`config.mk`:
```
export PLATFORM = sky130hd
export DESIGN_NAME = fsm_engine
export DESIGN_NICKNAME = d
export VERILOG_FILES = /design/src/rtl/fsm_engine_pkg.sv /design/src/rtl/fsm_table.sv /design/src/rtl/fsm_engine.sv
export SDC_FILE = /design/constraint.sdc
export NUM_CORES = 1
export LEC_CHECK = 0
export BUFFER_PORTS_ARGS = -buffer_cell sky130_fd_sc_hd__buf_4
export CAP_MARGIN = 20
export CELL_PAD_IN_SITES_DETAIL_PLACEMENT = 1
export CELL_PAD_IN_SITES_GLOBAL_PLACEMENT = 1
export CORE_MARGIN = 5
export CORE_UTILIZATION = 47
export DETAILED_ROUTE_END_ITERATION = 8
export PLACE_DENSITY_LB_ADDON = 0.1
export SLEW_MARGIN = 10
export SYNTH_ARGS = -nofsm -noshare
export SYNTH_HDL_FRONTEND = slang
export SYNTH_SLANG_ARGS = --single-unit
```
`constraint.sdc`:
```
create_clock -name clk -period 2.09 [get_ports clk]
set_clock_uncertainty 0.15 [all_clocks]
set_input_delay 0.3135 -clock clk [delete_from_list [all_inputs] [get_ports clk]]
set_output_delay 0.3135 -clock clk [all_outputs]
set_load 0.03 [all_outputs]
```
`src/rtl/fsm_engine_pkg.sv`:
```
// fsm_engine_pkg: output-mode codes and entry field offsets shared by the FSM engine files
package fsm_engine_pkg;
    typedef enum logic {MODE_MEALY = 1'b0, MODE_REG = 1'b1} mode_e;
    localparam int OUT_LSB = 0;
endpackage

```
`src/rtl/fsm_table.sv`:
```
// fsm_table: transition/output table, one sync write port, one async read port,
// every entry cleared to RST_VAL on reset.
module fsm_table #(
    parameter int AW = 5,
    parameter int DW = 5,
    parameter logic [DW-1:0] RST_VAL = '0
) (
    input  logic          clk,
    input  logic          rst,
    input  logic          we,
    input  logic [AW-1:0] waddr,
    input  logic [DW-1:0] wdata,
    input  logic [AW-1:0] raddr,
    output logic [DW-1:0] rdata
);
    logic [DW-1:0] mem [2**AW];

    always_ff @(posedge clk) begin
        if (rst) begin
            for (int i = 0; i < 2**AW; i++) mem[i] <= RST_VAL;
        end else if (we) begin
            mem[waddr] <= wdata;
        end
    end

    assign rdata = mem[raddr];
endmodule

```
`src/rtl/fsm_engine.sv`:
```
// fsm_engine: table-programmable FSM; lookup is {st, in}, entries are {next, out},
// out is either the Mealy lookup or its registered copy.
module fsm_engine
    import fsm_engine_pkg::*;
#(
    parameter int IN_W   = 2,
    parameter int OUT_W  = 2,
    parameter int ST_W   = 3,
    parameter int NUM_ST = 5,
    parameter int RST_ST = 0
) (
    input  logic                  clk,
    input  logic                  rst,
    input  logic                  cfg_we,
    input  logic [ST_W+IN_W-1:0]  cfg_addr,
    input  logic [ST_W+OUT_W-1:0] cfg_data,
    input  logic                  run,
    input  logic                  mode,
    input  logic [IN_W-1:0]       in,
    output logic [OUT_W-1:0]      out,
    output logic [ST_W-1:0]       st,
    output logic                  err
);
    localparam int ENTRY_W  = ST_W + OUT_W;
    localparam int ADDR_W   = ST_W + IN_W;
    localparam int NEXT_LSB = OUT_LSB + OUT_W;
    localparam logic [ST_W-1:0] RST_CODE = ST_W'(RST_ST);

    logic [ENTRY_W-1:0] entry;
    logic [ST_W-1:0]    nxt;
    logic [OUT_W-1:0]   e_out;
    logic [OUT_W-1:0]   out_reg;
    logic               legal_move;

    fsm_table #(
        .AW(ADDR_W),
        .DW(ENTRY_W),
        .RST_VAL({RST_CODE, OUT_W'(0)})
    ) u_table (
        .clk  (clk),
        .rst  (rst),
        .we   (cfg_we),
        .waddr(cfg_addr),
        .wdata(cfg_data),
        .raddr({st, in}),
        .rdata(entry)
    );

    function automatic logic legal(input logic [ST_W-1:0] s);
        return {{(32-ST_W){1'b0}}, s} < 32'(NUM_ST);
    endfunction

    assign nxt        = entry[NEXT_LSB +: ST_W];
    assign e_out      = entry[OUT_LSB +: OUT_W];
    assign legal_move = legal(st) && legal(nxt);

    // An illegal current state or an illegal target both recover to RST_ST.
    always_ff @(posedge clk) begin
        if (rst) begin
            st      <= RST_CODE;
            err     <= 1'b0;
            out_reg <= '0;
        end else begin
            out_reg <= run ? e_out : '0;
            if (run) begin
                st <= legal_move ? nxt : RST_CODE;
                if (!legal_move) err <= 1'b1;
            end
        end
    end

    assign out = (mode == MODE_REG) ? out_reg : (run ? e_out : '0);
endmodule

```
==> results.sh <==
export IMPL_ant_nets=0
export IMPL_total_power_w=0.007787
export IMPL_fin_crit_sh_pct=135.4
export IMPL_vias=5019
export IMPL_wl_mm=21.19
export IMPL_areaGrowthSynthToFinish_pct=18.13
export IMPL_period_minus_slack_ns=2.829
export IMPL_gp_congestion=0.8636
export IMPL_cp_arrival_ns=2.37
export IMPL_drive_gt1_share_pct=27.64
export IMPL_dpl_hpwl_mm=14.40
export IMPL_synth_area_um2=7965
export IMPL_numCtsBuffers=17
export IMPL_slew_headroom_pct=69.34
export IMPL_vias_per_cell=5.620
export IMPL_required_ns=1.63
export IMPL_yosysTopAreaCellShare_pct=60.32
export IMPL_ys_flop_type="edfxtp_1"
export IMPL_violations="setup timing"
export IMPL_coreArea_um2=16580
export IMPL_postCtsHoldBufs=0
export IMPL_grt_pass1_vias=5270
export IMPL_synth_largest_area_cell="edfxtp_1"
export IMPL_critical_path_class="flip-flop to output port"
export IMPL_gr_total_overflow=0
export IMPL_setup_viol_count_final=8
export IMPL_synth_edf_count=160
export IMPL_intPower_w=0.005877
export IMPL_largest_reg_flops=160
export IMPL_final_cell_mix="and2_1, edfxtp_1, buf_4, nor2_1, mux2i_1"
export IMPL_syn_nets=613
export IMPL_tritoncts="done"
export IMPL_outcome="finished, violations left"
export IMPL_cts_buffer_depth=2
export IMPL_critPathMaxFanout=2
export IMPL_diodes=0
export IMPL_grt_pass1_wl_mm=32.22
export IMPL_wire_per_inst_um=23.73
export IMPL_fin_util_pct=56.74
export IMPL_ys_warnings_count=0
export IMPL_cts_htree_levels=4
export IMPL_first_pass_iters=5
export IMPL_final_hold_viol_count=0
export IMPL_whs_ns=0.03404
export IMPL_die_h_um=140.2
export IMPL_power_leakage_nw=3.421
export IMPL_path_buf_inv=2
export IMPL_fp_dieW_um=140.2
export IMPL_async_reset_ff_share_pct=0
export IMPL_reg2reg_slack_ns=-0.16
export IMPL_synth_area_leaders="edfxtp_1, and2_1, mux4_2"
export IMPL_swShare_pct=24.53
export IMPL_hp_class="input port to flip-flop"
export IMPL_drc=0
export IMPL_fillCellCount=1666
export IMPL_cp_end_kind="output port"
export IMPL_initial_core_util_pct=48.03
export IMPL_drv_slew=0
export IMPL_synth_seq_area_share_pct=61.83
export IMPL_cp_depth=6
export IMPL_root_buffer="clkbuf_16"
export IMPL_startpoint="u_table.mem[2][0]"
export IMPL_antenna_found_initial=0
export IMPL_io_pins=23
export IMPL_syn_area_per_cell_um2=13.36
export IMPL_seqPwrFrac_pct=50.5
export IMPL_fmax_mhz=353.5
export IMPL_clk_latency_ns=0.42
export IMPL_layout_setup_ws_ns=-0.7389
export IMPL_tightest_slew_ns=0.4587
export IMPL_cp_common_cell="mux4_2"
export IMPL_synth_seq_cells=166
export IMPL_p_sw_w=0.001910
export IMPL_cts_clk_slew_worst_paths_ns=0.06
export IMPL_pre_cts_slack_ns=-0.8228
export IMPL_rsz0062_at_grt="yes"
export IMPL_crit_chain="mux4_2, mux4_2, mux2i_2, buf_4, o21ai_2, buf_6"
export IMPL_instances_no_fill=893
export IMPL_fin_nets=677
export IMPL_cpLargestDelayFamily="multiplexers"
export IMPL_p_comb_share_pct=12.0
export IMPL_drt_iter0_drc=424
export IMPL_ir_drop_mv=0.5921
export IMPL_rr_endpoint="err"
export IMPL_grt_usage_pct=22.21
export IMPL_r2r_start="st[0]"
export IMPL_place_inst=857
export IMPL_reg2reg_depth=9
export IMPL_cp_slowest_cell="mux4_2"
export IMPL_startpoint_type="flip-flop"
export IMPL_synth_cells=596
export IMPL_cts_sinks=166
export IMPL_p_per_area_nw_per_um2=827.6
export IMPL_grt_start_max_net_pins=33
export IMPL_row_count=47
export IMPL_cpPeakStageDelay_ns=0.53
export IMPL_power_frac_clock_pct=37.5
export IMPL_die_area_um2=19650
export IMPL_synth_cell_types=40
export IMPL_cap_violations=0
export IMPL_crit_end="out[0]"
export IMPL_io_buffers=22
[Yosys cell counts, types with 6 or more instances]
cell type	count
or2_2	27
nor2b_1	16
buf_2	6
mux4_2	20
nor2_1	38
dfxtp_1	6
and2_1	161
mux2i_1	32
a22oi_1	12
edfxtp_1	160
a2111oi_0	6
a211oi_1	9
clkbuf_1	21
nand2b_1	6
or2_1	6
nand2_1	18
[layout make-up]
type                            instances  area (um2)  area share (%)
Timing Repair Buffer                   80       644.4           6.848
Clock inverter                         12       103.9           1.104
Sequential cell                       166        4930           52.39
Multi-Input combinational cell        393        3012           32.01
Inverter                                2       7.507         0.07979
Clock buffer                           20       436.7           4.641
Tap cell                              220       275.3           2.926
[worst min-delay path by stage]
| stage | from | to | depth (start not counted) |
|---|---|---|---|
| floorplan | run | st[0] | 1 |
| global route | run | st[1] | 2 |
| global placement | err | err | 1 |
| detailed placement | run | st[1] | 2 |
| finish | run | st[1] | 2 |
| CTS | run | st[1] | 2 |
[what timing repair did]
action | in CTS | in global routing
resized for setup | 34 | 1
setup buffers | 4 | 0
endpoints found under the setup margin | 6 | 8
pin swaps | 6 | 1
[power groups by stage]
stage               Combinational, W  Clock, W  Sequential (W)
global route                0.000996   0.00312         0.00394
CTS                         0.000933   0.00295         0.00393
global placement            0.000816         0         0.00399
finish                      0.000938   0.00292         0.00393
floorplan                   0.000504         0         0.00395
detailed placement          0.000851         0         0.00399
[per-layer routing]
layer  up-vias  GRT usage, %  routed length (um)
met5         -             0                   0
met4         0         8.312                 456
met3        25         3.613                1178
met2       153         34.40                9995
met1      2554         31.74                9562
li1       2287             -                   -
[logic make-up after synthesis]
logic type / after synthesis / share of synthesized area (%)
flip-flops: 166 / 61.83
multiplexers: 55 / 10.10
AND/OR/NAND/NOR: 290 / 21.19
AO/OA/AOI/OAI: 48 / 4.540
buffers and inverters: 37 / 2.340
[through the flow]
step | TNS, ns | area, um2
after floorplan | -0.4818 | 8011
after global placement | -4.656 | 8687
after detailed placement | -5.294 | 8687
after CTS | -1.876 | 9405
after global routing | -2.755 | 9409
final | -2.100 | 9409
(Power assumes the default switching activity.)
